### config.mk
export PLATFORM = sky130hd
export DESIGN_NAME = booth_sequential_multiplier_flat
export DESIGN_NICKNAME = d
export VERILOG_FILES = /design/src/rtl/booth_sequential_multiplier_if.sv /design/src/rtl/booth_sequential_multiplier.sv /design/src/flat_wrapper.sv
export SDC_FILE = /design/constraint.sdc
export NUM_CORES = 1
export LEC_CHECK = 0
export BUFFER_PORTS_ARGS = -buffer_cell sky130_fd_sc_hd__buf_4
export CAP_MARGIN = 20
export CORE_AREA = 2 2 139 87
export DETAILED_ROUTE_END_ITERATION = 8
export DIE_AREA = 0 0 141 89
export PLACE_DENSITY_LB_ADDON = 0.08
export SLEW_MARGIN = 10
export SYNTH_ARGS = -nofsm -noshare
export SYNTH_HDL_FRONTEND = slang
export SYNTH_SLANG_ARGS = --single-unit
### constraint.sdc
create_clock -name clk -period 3.5 [get_ports clk]
set_clock_uncertainty 0.05 [all_clocks]
set_input_delay 0.35 -clock clk [delete_from_list [all_inputs] [get_ports clk]]
set_output_delay 0.35 -clock clk [all_outputs]
set_load 0.05 [all_outputs]
### src/rtl/booth_sequential_multiplier_if.sv
// Start/ready handshake bundle for the Booth sequential multiplier.
//   start        : request, sampled on the rising clock edge while the multiplier is idle
//   multiplicand : signed operand M, sampled on the accepting edge
//   multiplier   : signed operand Q, sampled on the accepting edge
//   busy         : high while a multiplication is in flight
//   ready        : one-cycle pulse, product newly valid
//   product      : signed 2*WORD_LENGTH-bit result, held until the next completion
// The master modport belongs to the requester and the slave modport to the multiplier.
interface booth_sequential_multiplier_if #(
    parameter int unsigned WORD_LENGTH = 16
) ();
    logic                       start;
    logic [WORD_LENGTH-1:0]     multiplicand;
    logic [WORD_LENGTH-1:0]     multiplier;
    logic                       busy;
    logic                       ready;
    logic [2*WORD_LENGTH-1:0]   product;

    modport master (
        output start,
        output multiplicand,
        output multiplier,
        input  busy,
        input  ready,
        input  product
    );

    modport slave (
        input  start,
        input  multiplicand,
        input  multiplier,
        output busy,
        output ready,
        output product
    );
endinterface

### src/rtl/booth_sequential_multiplier.sv
// Iterative radix-2 Booth multiplier. Each clock performs one add/subtract-and-shift step,
// so a product is ready WORD_LENGTH cycles after the start request is accepted.
//   clk   : system clock, rising-edge active
//   reset : asynchronous, active-high reset; aborts any operation in flight
//   bus   : start/operands/busy/ready/product handshake (slave side)
module booth_sequential_multiplier #(
    parameter int unsigned WORD_LENGTH = 16
) (
    input logic                          clk,
    input logic                          reset,
    booth_sequential_multiplier_if.slave bus
);
    localparam int unsigned CntW = $clog2(WORD_LENGTH + 1);

    typedef enum logic [0:0] {StIdle, StRun} state_e;

    state_e                   state_q, state_d;
    // One guard bit on A keeps A - Mx exact when M is the most negative value.
    logic [WORD_LENGTH:0]     a_q, a_d;
    logic [WORD_LENGTH-1:0]   q_q, q_d;
    logic                     qm1_q, qm1_d;
    logic [WORD_LENGTH:0]     mx_q, mx_d;
    logic [CntW-1:0]          cnt_q, cnt_d;
    logic [2*WORD_LENGTH-1:0] product_q, product_d;
    logic                     busy_q, busy_d;
    logic                     ready_q, ready_d;

    logic [WORD_LENGTH:0]     sum;
    logic [WORD_LENGTH:0]     a_sh;
    logic [WORD_LENGTH-1:0]   q_sh;

    always_ff @(posedge clk or posedge reset) begin
        if (reset) begin
            state_q   <= StIdle;
            a_q       <= '0;
            q_q       <= '0;
            qm1_q     <= 1'b0;
            mx_q      <= '0;
            cnt_q     <= '0;
            product_q <= '0;
            busy_q    <= 1'b0;
            ready_q   <= 1'b0;
        end else begin
            state_q   <= state_d;
            a_q       <= a_d;
            q_q       <= q_d;
            qm1_q     <= qm1_d;
            mx_q      <= mx_d;
            cnt_q     <= cnt_d;
            product_q <= product_d;
            busy_q    <= busy_d;
            ready_q   <= ready_d;
        end
    end

    // Booth recoding of the pair {Q[0], q_m1}, then arithmetic shift of {sum, Q, q_m1}.
    always_comb begin
        case ({q_q[0], qm1_q})
            2'b01:   sum = a_q + mx_q;
            2'b10:   sum = a_q - mx_q;
            default: sum = a_q;
        endcase
        a_sh = {sum[WORD_LENGTH], sum[WORD_LENGTH:1]};
        q_sh = {sum[0], q_q[WORD_LENGTH-1:1]};
    end

    always_comb begin
        state_d   = state_q;
        a_d       = a_q;
        q_d       = q_q;
        qm1_d     = qm1_q;
        mx_d      = mx_q;
        cnt_d     = cnt_q;
        product_d = product_q;
        busy_d    = busy_q;
        ready_d   = 1'b0;

        case (state_q)
            StIdle: begin
                if (bus.start) begin
                    a_d     = '0;
                    q_d     = bus.multiplier;
                    qm1_d   = 1'b0;
                    mx_d    = {bus.multiplicand[WORD_LENGTH-1], bus.multiplicand};
                    cnt_d   = CntW'(WORD_LENGTH);
                    busy_d  = 1'b1;
                    state_d = StRun;
                end
            end
            StRun: begin
                a_d   = a_sh;
                q_d   = q_sh;
                qm1_d = q_q[0];
                cnt_d = cnt_q - CntW'(1);
                // Last iteration: the shifted pair already holds the full product.
                if (cnt_q == CntW'(1)) begin
                    product_d = {a_sh[WORD_LENGTH-1:0], q_sh};
                    ready_d   = 1'b1;
                    busy_d    = 1'b0;
                    state_d   = StIdle;
                end
            end
            default: state_d = StIdle;
        endcase
    end

    assign bus.busy    = busy_q;
    assign bus.ready   = ready_q;
    assign bus.product = product_q;
endmodule

### src/flat_wrapper.sv
// flat-port wrapper written by rule: the top's interface ports become plain ports
module booth_sequential_multiplier_flat 
#(
    parameter int unsigned WORD_LENGTH = 16
)
  (clk, reset, bus_start, bus_multiplicand, bus_multiplier, bus_busy, bus_ready, bus_product);
  booth_sequential_multiplier_if #(.WORD_LENGTH(WORD_LENGTH)) bus_i ();
  input logic clk;
  input logic reset;
  input wire logic [$bits(bus_i.start)-1:0] bus_start;
  input wire logic [$bits(bus_i.multiplicand)-1:0] bus_multiplicand;
  input wire logic [$bits(bus_i.multiplier)-1:0] bus_multiplier;
  output wire logic [$bits(bus_i.busy)-1:0] bus_busy;
  output wire logic [$bits(bus_i.ready)-1:0] bus_ready;
  output wire logic [$bits(bus_i.product)-1:0] bus_product;
  assign bus_i.start = bus_start;
  assign bus_i.multiplicand = bus_multiplicand;
  assign bus_i.multiplier = bus_multiplier;
  assign bus_busy = bus_i.busy;
  assign bus_ready = bus_i.ready;
  assign bus_product = bus_i.product;
  booth_sequential_multiplier #(.WORD_LENGTH(WORD_LENGTH)) u_core (.clk(clk), .reset(reset), .bus(bus_i));
endmodule
Yosys cells after proc, flatten, opt, wreduce, memory -nomap -nowiden

Cells that the tools add are included.

Bits in registers: 90
Input port bits: 35
Logic and storage cells: 38
Output and inout bits: 34

Reductions and logical operators: 3
Bitwise operators: 1
Eq/ne operators: 5
Muxes and demuxes: 17
Add/subtract/negate cells: 3

Operators by type and width:

| operator            | number |
|---|---|
| $pmux 17 s2         | 2 |
| $pmux 16 s2         | 1 |
| $add 17x17->17      | 1 |
| $mux 17             | 1 |
| $sub 17x17->17      | 1 |
| $mux 16             | 1 |
| $pmux 5 s2          | 1 |
| $mux 1              | 7 |
| $pmux 1 s2          | 3 |
| $reduce_and 2->1    | 3 |
| $eq 5x1->1 const B  | 1 |
| $mux 5              | 1 |
| $sub 5x1->5 const B | 1 |
| $ne 2x2->1 const B  | 2 |
| $eq 2x1->1 const B  | 1 |
| $eq 2x2->1 const B  | 1 |
| $not 1->1           | 1 |

Longest topological paths before layout

Gate-level depths: netlist of run 1.

Depth in word-level cells: 3
Mapped depth: 15

Least setup slack after synthesis of run 1

Ideal clock, no wire load.

Path kind: register to register
Start point: register u_core.qm1_q
End point: register u_core.product_q[29] (netlist: u_core.bus.product[29])
Stages on the path, launching flop included: 15
Library setup time: 125 ps
Setup slack: 339 ps
Data arrival time: 2986 ps
Required time: 3325 ps
Period minus slack after synthesis: 3161 ps
Path through: dfrtp_1 inv_1 ha_1 clkbuf_1 clkbuf_1 nor2_1 xnor2_1 ha_1 nor2b_4 o31a_2 o2111ai_2 a31oi_1 xor2_1 mux2_4 mux2_4

Cells in the longest elaborated chain, start to end: 2

RTL lines:

| element                                         | RTL line                          | source |
|---|---|---|
| start: declaration                              | booth_sequential_multiplier.sv:21 | `logic qm1_q, qm1_d;` |
| start signal: assignment                        | booth_sequential_multiplier.sv:47 | `qm1_q <= qm1_d;` |
| $eq 2x2->1 / $eq 2x1->1 (equally long branches) | booth_sequential_multiplier.sv:58 | `case ({q_q[0], qm1_q})` |
| $pmux 17 s2 (*)                                 | booth_sequential_multiplier.sv:58 |  |
| end signal: assignment                          | booth_sequential_multiplier.sv:50 | `product_q <= product_d;` |
| end: declaration                                | booth_sequential_multiplier.sv:24 | `logic [2*WORD_LENGTH-1:0] product_q, product_d;` |

Every way passes the cells marked *; elsewhere a longest branch is shown, timed or not.
A chain may end at the register's enable or synchronous reset.

Worst setup path after layout of run 1

Start point: register u_core.qm1_q
End point: register u_core.a_q[12]

Cells in the longest elaborated chain, start to end: 3

RTL lines:

| element                                         | RTL line                          | source |
|---|---|---|
| $eq 2x2->1 / $eq 2x1->1 (equally long branches) | booth_sequential_multiplier.sv:58 |  |
| $pmux 17 s2 (*)                                 | booth_sequential_multiplier.sv:58 |  |
| $pmux 17 s2 (*)                                 | booth_sequential_multiplier.sv:78 | `case (state_q)` |
| end signal: assignment                          | booth_sequential_multiplier.sv:35 | `a_q <= '0;` |
| end signal: assignment                          | booth_sequential_multiplier.sv:45 | `a_q <= a_d;` |
| end: declaration                                | booth_sequential_multiplier.sv:19 | `logic [WORD_LENGTH:0] a_q, a_d;` |

Marked as above.

==> results of run 1 <==
final cells by class:
type / count / area [sq um]
fillers: 1035 / 5210
multi-input cells: 389 / 2540
flip-flops and latches: 89 / 2230
repair buffers: 79 / 608
clock buffers: 10 / 229
well taps: 144 / 180
clock inverters: 6 / 90.1
inverters: 17 / 65.1
cells in the mapped netlist, types with 2 or more instances:
master    instances
mux2_4            2
nor3_1           12
nand3_1           4
nand2b_1          9
o31a_1            2
and3_1            3
dfrtp_1          89
a21oi_1          25
inv_2             2
mux2_2           19
a311o_1           2
nor2_1           29
o31ai_1           5
o21a_1            2
xnor2_1          20
a31oi_1          11
mux2i_1          24
nand4_1           3
nor3b_1           5
a21o_1            7
o21ai_0          30
ha_1             20
buf_1             5
buf_2             3
a211oi_1          2
nor2b_1           4
xor2_1            8
inv_1            15
nand2_1         106
clkbuf_1         20
o21ai_1          11
tightest hold or removal path: stages:
cell     delay, ps
buf_4           80
nand2_1         30
o21ai_0         60
per-stage QoR:
| step | setup WS (ps) | utilization, % | hold WS [ps] | instance area [sq um] |
|---|---|---|---|---|
| finish | 251 | 53.3 | 163 | 5940 |
| global route | 10.6 | 53.3 | 177 | 5940 |
| CTS | 190 | 52.8 | 153 | 5890 |
| detailed placement | 211 | 49.9 | 418 | 5570 |
| global placement | 219 | 49.9 | 409 | 5570 |
| floorplan | 339 | - | 410 | 4920 |
logic make-up (layout without fill, tap and decap cells):
family	count (synthesis)	in the layout	synth area share, %
AO/OA/AOI/OAI	111	111	14.2
XOR/XNOR	28	28	4.98
adder cells (fa/ha/maj)	21	21	5.49
buffers and inverters	45	112	3.51
flip-flops	89	89	45.2
multiplexers	46	46	10.1
AND/OR/NAND/NOR	183	183	16.5
state kept, by name, indices dropped and copies added (netlist names):
signal	cells
u_core.qm1_q	1
u_core.state_q	1
u_core.a_q	16
u_core.bus.ready	1
u_core.q_q	16
u_core.bus.product	32
u_core.bus.busy	1
u_core.cnt_q	5
u_core.mx_q	16
per-layer routing:
layer | track usage [%] | vias to the layer above
met5 | 0 | -
met4 | 4.64 | 0
met3 | 3.91 | 6
met2 | 27.4 | 72
met1 | 29.5 | 1849
li1 | - | 1933
worst min-delay path by stage:
stage	cells after the start	end	from	slack (ps)
2_1_floorplan	2	u_core.bus.product[0]	u_core.q_q[1]	410
3_3_place_gp	2	u_core.bus.product[6]	u_core.bus.product[6]	410
3_5_place_dp	2	u_core.bus.product[18]	u_core.bus.product[18]	420
4_1_cts	3	u_core.mx_q[1]	bus_multiplicand[1]	150
5_1_grt	3	u_core.mx_q[1]	bus_multiplicand[1]	180
6_report	3	u_core.mx_q[1]	bus_multiplicand[1]	160
timing repair:
item,4_1_cts,5_1_grt
setup buffers,0,1
setup endpoints to repair,0,8
hold buffers,0,1
hold endpoints to repair,0,14
resized for setup,0,4
==> reports/metrics.csv, run 1 <==
stage,metric,value,unit
cts,cts-root-buf,clkbuf_16,
die,fp.dieH,89,microns
setup_path,ff2ff_setup_slack,250,ps
setup_path,cp_max_fo,8,
detailed_routing,met3WireLength,488,microns
final_layout,final_cells,734,
synth,synth-edff-count,0,
synth,synth_top_area_share,45.2,%
synth,ys_ff_latch,89,
die,rows,30,
setup_path,reg2reg_to,u_core.a_q[12],
synth,synth_top_area_cell,dfrtp_1,
synth,synthArstFlopShare,100,%
place,place_hpwl,8.05,mm
place,numPortBuffers,68,
cts,cts_max_level,3,
final_layout,mostFrequentLayoutCells,"nand2_1, dfrtp_1, buf_4",
synth,syn_nets,579,
outcome,outcome,"finished, final reports clean",
setup_path,crit_start,u_core.qm1_q,
detailed_routing,totalWireLength,11.5,mm
hold_path,hp-class,in2reg,
detailed_routing,drt_iter0_drc,245,
run,drv_cap,0,
synth,synthCells,523,
cts,cts_tree,done,
setup_path,path_depth,12,
synth,synth_cell_types,55,
setup_path,crit_chain,"inv_1, ha_1, mux2_2, inv_1, ha_1, nor2_1, a21oi_1, nor3_2, o32ai_1, a31oi_2, mux2i_1, a311o_1",
detailed_routing,drtPass1Iterations,4,
timing,worst_pin_slew,711,ps
setup_path,path_buf_inv,2,
setup_path,cp_slowest_stage_delay,460,ps
final_layout,drive_above_1_share,22.2,%
synth,seq_area_frac_synth,45.2,%
timing,min_period,3250,ps
setup_path,endpoint,u_core.a_q[12],
timing,rsz0062_at_grt,false,
die,io_pins,69,
cts,clk_path_buf_depth,2,
detailed_routing,wl_per_cell,15.6,microns
global_routing,antenna_found_initial,0,
setup_path,r2r_cells,12,
synth,yosysWarnings,0,
final_layout,final_common_cell,nand2_1,
timing,fin_crit_sh,92.8,%
setup_path,path_delay_family,compound AO/OA/AOI/OAI gates,
final_layout,area_growth,20.7,%
cts,cts_sinks,89,
setup_path,cp-start-kind,register,
die,coreArea,11100,sq um
cts,path_clk_slew,70,ps
final_layout,fin_nets,641,
setup_path,crit_slowest_cell,o32ai_1,
die,start_util,44.2,%
die,die_area,12500,sq um
setup_path,worstSetupPathType,reg2reg,
cts,clk_latency,340,ps
timing,max_freq,308,MHz
synth,synthFlopType,dfrtp_1,
timing,slew_viol_final,0,
detailed_routing,drc,0,
detailed_routing,wl_met2,4.86,mm
cts,numCtsBuffers,9,
detailed_routing,met1_length,6.02,mm
timing,setup_viol,0,
detailed_routing,via_count,3860,
detailed_routing,route.top_layer_used,met4,
timing,slew_headroom,52.6,%
global_routing,grt_pass1_vias,3615,
detailed_routing,drtAntennaViolNets,0,
synth,synth_area,4920,sq um
synth,synthTopCellsByArea,"dfrtp_1, nand2_1, ha_1",
setup_path,critPathCaptureType,register,
global_routing,grt_usage,19.1,%
timing,setup_tns,0,ps
global_routing,overflow,0,
final_layout,antenna_cells,0,
timing,final_hold_viol_count,0,
setup_path,r2r_start,u_core.qm1_q,
detailed_routing,vias_per_cell,5.26,
global_routing,grt_max_degree,77,
place,gp_congestion,0.880,
place,dp_cells,715,
global_routing,grt_pass1_wl,18.9,mm
die,die_w,141,microns
setup_path,crit_arrival,3420,ps
synth,synth.avg_cell_area,9.41,sq um
setup_path,worstPathRequired,3670,ps
Power of run 1 is left out: the tool's default activity adds up to more than one toggle a clock period on the data nets, which glitch-free logic cannot reach.
==> run 2, diff against run 1 <==
Settings changed: CORE_AREA 2 2 139 87 to 2 2 169 105, DIE_AREA 0 0 141 89 to 0 0 171 107.
==> run 2 against run 1 <==
Compared with the run above:
- critical path depth increased by 1
- maximum frequency decreased by 0.73%
- wire length increased by 14%
- cell area increased by 1.6%
- sequential share of layout area decreased by 0.60 points
- cell count increased by 12%
- critical path type unchanged
==> reports/metrics.csv, run 2 (synthesized netlist as in run 1, its figures left out) <==
stage,metric,value,unit,change
global_routing,grt_usage,14.9,%,was 19.1%
setup_path,worstPathRequired,3670,ps,about the same
setup_path,cp_max_fo,16,,was 8
hold_path,hp-class,in2reg,,unchanged
detailed_routing,drtPass1Iterations,4,,unchanged
final_layout,area_growth,22.6,%,was 20.7%
detailed_routing,totalWireLength,13.0,mm,was 11.5 mm
timing,max_freq,306,MHz,was 308 MHz
cts,cts_setup_buffers,0,,unchanged
timing,final_hold_viol_count,0,,unchanged
timing,min_period,3270,ps,was 3250 ps
final_layout,largest_register_ffs,32,,unchanged
die,start_util,29.4,%,was 44.2%
final_layout,antenna_cells,0,,unchanged
detailed_routing,drc,0,,unchanged
setup_path,r2r_cells,13,,was 12
detailed_routing,drt_iter0_drc,224,,was 245
run,drv_cap,0,,unchanged
cts,clk_path_buf_depth,2,,unchanged
global_routing,antenna_found_initial,0,,unchanged
cts,numCtsBuffers,9,,unchanged
detailed_routing,wl_per_cell,15.8,microns,was 15.6 microns
timing,slew_viol_final,0,,unchanged
final_layout,mostFrequentLayoutCells,"nand2_1, dfrtp_1, buf_4",,unchanged
cts,cts_max_level,3,,unchanged
die,die_w,171,microns,was 141 microns
hold_path,worstHoldStart,bus_multiplicand[1],,unchanged
setup_path,r2r_start,u_core.qm1_q,,unchanged
setup_path,worstSetupPathType,reg2reg,,unchanged
global_routing,overflow,0,,unchanged
place,place_hpwl,9.37,mm,was 8.05 mm
setup_path,reg2reg_to,u_core.a_q[12],,unchanged
cts,cts_sinks,89,,unchanged
final_layout,drive_above_1_share,22.0,%,was 22.2%
outcome,outcome,"finished, final reports clean",,unchanged
place,gp_congestion,0.929,,was 0.880
cts,cts-root-buf,clkbuf_16,,unchanged
detailed_routing,drtAntennaViolNets,0,,unchanged
timing,worst_pin_slew,730,ps,was 711 ps
final_layout,nFillCells,1737,,"was 1,035"
place,numPortBuffers,68,,unchanged
hold_path,holdPathEnd,u_core.mx_q[1],,unchanged
timing,rsz0062_at_grt,false,,unchanged
hold_path,whs_path_depth,3,,unchanged
timing,setup_viol,0,,unchanged
setup_path,critPathCaptureType,register,,unchanged
timing,setup_tns,0,ps,unchanged
timing,fin_crit_sh,93.5,%,was 92.8%
timing,slew_headroom,51.3,%,was 52.6%
setup_path,ff2ff_setup_slack,230,ps,was 250 ps
global_routing,grt_pass1_wl,21.0,mm,was 18.9 mm
global_routing,grt_pass1_vias,3829,,"was 3,615"
die,die_area,18300,sq um,"was 12,500 sq um"
die,io_pins,69,,unchanged
final_layout,final_common_cell,nand2_1,,unchanged
cts,cts_tree,done,,unchanged
detailed_routing,via_count,3916,,"was 3,860"
die,coreArea,16800,sq um,"was 11,100 sq um"
setup_path,crit_arrival,3450,ps,was 3420 ps
global_routing,grt_max_degree,77,,unchanged
final_layout,fin_nets,642,,was 641
detailed_routing,vias_per_cell,4.75,,was 5.26
setup_path,cp-start-kind,register,,unchanged
die,rows,37,,was 30
cts,clk_latency,340,ps,about the same
die,fp.dieH,107,microns,was 89 microns
cts,path_clk_slew,70,ps,about the same
-- run 2: cell count changes in the layout (fill, tap and decap cells not counted), sizes merged --
cell / change
buf: +1
bufinv: -1
clkinv: +1
-- run 2: critical path: stages, from the launching register on --
cell and delay (ps):
dfrtp_1 380, inv_1 60, ha_1 140, buf_4 210, mux2_2 390, inv_1 60
ha_1 150, nor2_1 50, a21oi_1 440, nor3_2 150, o32ai_1 440, a31oi_2 180
mux2i_1 140, a311o_1 310
-- run 2: per-stage QoR --
step	worst slack (ps)	cell area, sq um	utilization (%)	cells	hold slack [ps]
final	227	6030	36.0	825	173
after global routing	49.7	6030	36.0	825	166
after CTS	196	6030	36.0	825	155
after detailed placement	212	5720	34.1	808	337
after global placement	227	5720	34.1	808	330
after floorplan	339	4920	-	523	410
-- run 2: routing by layer --
metal / up-vias / global-route usage (%) / share of wire (%)
met3: 10 / 3.58 / 4.6
met2: 83 / 20.4 / 40
met4: 0 / 3.09 / 0.84
met1: 1895 / 23.4 / 55
li1: 1928 / - / -
met5: - / 0 / 0
-- run 2: layout make-up --
| class | instances | area [sq um] | share of cell area (%) |
|---|---|---|---|
| Clock buffer | 10 | 229 | 3.79 |
| Clock inverter | 6 | 75.1 | 1.24 |
| Inverter | 17 | 65.1 | 1.08 |
| Multi-Input combinational cell | 389 | 2530 | 41.9 |
| Sequential cell | 89 | 2230 | 36.9 |
| Tap cell | 234 | 293 | 4.85 |
| Timing Repair Buffer | 80 | 616 | 10.2 |
-- run 2: timing repair --
action | in CTS | in global routing
endpoints found under the hold margin | 22 | 0
hold buffers | 1 | 0
gates resized for setup | 0 | 1
endpoints found under the setup margin | 0 | 2
-- run 2: worst max-delay path by stage --
stage | endpoint | slack (ps) | start | depth (start not counted)
after floorplan | u_core.bus.product[29] | 340 | u_core.qm1_q | 14
after global placement | u_core.bus.product[29] | 230 | u_core.mx_q[2] | 14
after detailed placement | u_core.bus.product[29] | 210 | u_core.mx_q[2] | 11
after CTS | u_core.bus.product[29] | 200 | u_core.mx_q[2] | 11
after global routing | u_core.a_q[14] | 50 | u_core.mx_q[0] | 14
final | u_core.a_q[12] | 230 | u_core.qm1_q | 13
Power of run 2 is left out for the same reason.
==> run 3, diff against run 2 <==
Settings changed: CORE_AREA 2 2 169 105 to 2 2 161 100, DIE_AREA 0 0 171 107 to 0 0 163 102.
==> run 3 against run 2 <==
Compared with the run above:
- worst hold slack worse by 120 ps
- worst setup slack gained 41 ps
- non-clock buffer count down 1
- die area down 9.1%
- highest routed layer unchanged
==> reports/metrics.csv, run 3 (synthesized netlist as in run 1, its figures left out) <==
stage,metric,value,unit,change
detailed_routing,drt_iter0_drc,228,,was 224
cts,cts_tree,done,,unchanged
cts,cts_max_level,3,,unchanged
die,io_pins,69,,unchanged
detailed_routing,vias_per_cell,4.97,,was 4.75
cts,cts_sinks,89,,unchanged
cts,clk_path_buf_depth,2,,unchanged
die,die_w,163,microns,was 171 microns
timing,rsz0062_at_grt,false,,unchanged
cts,ctsHoldBuffers,0,,was 1
timing,setup_tns,0,ps,unchanged
die,start_util,32.6,%,was 29.4%
detailed_routing,totalWireLength,12.5,mm,was 13.0 mm
final_layout,largest_register_ffs,32,,unchanged
setup_path,cp-start-kind,register,,unchanged
run,drv_cap,0,,unchanged
timing,fin_crit_sh,92.3,%,was 93.5%
setup_path,crit_start,u_core.mx_q[2],,was u_core.qm1_q
global_routing,grt_max_degree,77,,unchanged
outcome,outcome,"finished, final reports clean",,unchanged
detailed_routing,wl_per_cell,15.7,microns,was 15.8 microns
die,rows,35,,was 37
detailed_routing,drc,0,,unchanged
die,fp.dieH,102,microns,was 107 microns
hold_path,hp-class,in2async,,was in2reg
global_routing,overflow,0,,unchanged
timing,min_period,3230,ps,was 3270 ps
global_routing,antenna_found_initial,0,,unchanged
global_routing,grt_pass1_wl,20.9,mm,was 21.0 mm
setup_path,cp_max_fo,7,,was 16
setup_path,worstSetupPathType,reg2reg,,unchanged
final_layout,drive_above_1_share,22.5,%,was 22.0%
setup_path,reg2reg_to,u_core.bus.product[31],,was u_core.a_q[12]
final_layout,mostFrequentLayoutCells,"nand2_1, dfrtp_1, buf_4",,unchanged
die,coreArea,15100,sq um,"was 16,800 sq um"
final_layout,fin_nets,641,,was 642
detailed_routing,drtPass1Iterations,5,,was 4
timing,slew_headroom,50.5,%,was 51.3%
setup_path,crit_arrival,3400,ps,was 3450 ps
final_layout,finalInstanceArea,6020,sq um,was 6030 sq um
final_layout,area_growth,22.4,%,was 22.6%
setup_path,r2r_start,u_core.mx_q[2],,was u_core.qm1_q
cts,clk_latency,340,ps,about the same
setup_path,ff2ff_setup_slack,270,ps,was 230 ps
timing,slew_viol_final,0,,unchanged
final_layout,final_common_cell,nand2_1,,unchanged
global_routing,grt_pass1_vias,3813,,"was 3,829"
timing,setup_viol,0,,unchanged
place,place_hpwl,8.70,mm,was 9.37 mm
place,placed_cell_area,5670,sq um,was 5720 sq um
final_layout,nFillCells,1532,,"was 1,737"
final_layout,antenna_cells,0,,unchanged
cts,numCtsBuffers,9,,unchanged
cts,cts-root-buf,clkbuf_16,,unchanged
setup_path,critPathCaptureType,register,,unchanged
timing,worst_pin_slew,743,ps,was 730 ps
place,gp_congestion,0.878,,was 0.929
setup_path,r2r_cells,14,,was 13
global_routing,grt_usage,16.1,%,was 14.9%
cts,path_clk_slew,70,ps,about the same
timing,final_hold_viol_count,0,,unchanged
detailed_routing,drtAntennaViolNets,0,,unchanged
timing,max_freq,309,MHz,was 306 MHz
place,numPortBuffers,68,,unchanged
die,die_area,16600,sq um,"was 18,300 sq um"
detailed_routing,via_count,3940,,"was 3,916"
setup_path,worstPathRequired,3670,ps,about the same
run 3: how the worst max path moves through the flow:
stage                              to  cells after the start
2_1_floorplan  u_core.bus.product[29]                     14
3_3_place_gp   u_core.bus.product[31]                     14
3_5_place_dp   u_core.bus.product[31]                     14
4_1_cts        u_core.bus.product[31]                     14
5_1_grt                u_core.a_q[14]                     14
6_report       u_core.bus.product[31]                     14
run 3: worst max-delay path, cell delays in order (launching register included):
cell     delay (ps)
dfrtp_1         440
nor3_2          260
nand2_1          80
nor3_1          140
buf_4           170
a21oi_1          80
xnor2_1         160
ha_1            390
a21o_1          230
a31oi_1         200
o221a_2         220
o31a_1          150
mux2i_2         280
xnor2_1         170
o21ai_1          70
run 3: repair_timing:
item | 4_1_cts | 5_1_grt
setup endpoints to repair | 0 | 7
resized for setup | 0 | 4
setup buffers | 0 | 1
run 3: cell type report:
cell class                      count  area [sq um]  area share, %
Multi-Input combinational cell    389          2540           42.2
Sequential cell                    89          2230           37.0
Timing Repair Buffer               79           606           10.1
Tap cell                          203           254           4.22
Clock buffer                       10           229           3.80
Clock inverter                      6          97.6           1.62
Inverter                           17          65.1           1.08
run 3: per-stage QoR:
stage               worst slack, ps  util, %  hold WS (ps)  std cells
floorplan                       339        -           410        523
global placement                252     37.5           409        776
detailed placement              204     37.5           418        776
CTS                             187     39.7          76.4        792
global route                   18.3     39.9           105        793
finish                          268     39.9          57.5        793
run 3: metal layers:
layer,wire (microns),part of all wire (%),global-route usage (%),up-vias
met5,0,0,0,-
met4,112,0.90,3.68,0
met3,558,4.5,3.53,10
met2,5090,41,22.9,74
met1,6700,54,24.6,1915
li1,-,-,-,1941
Power of run 3 is left out for the same reason.
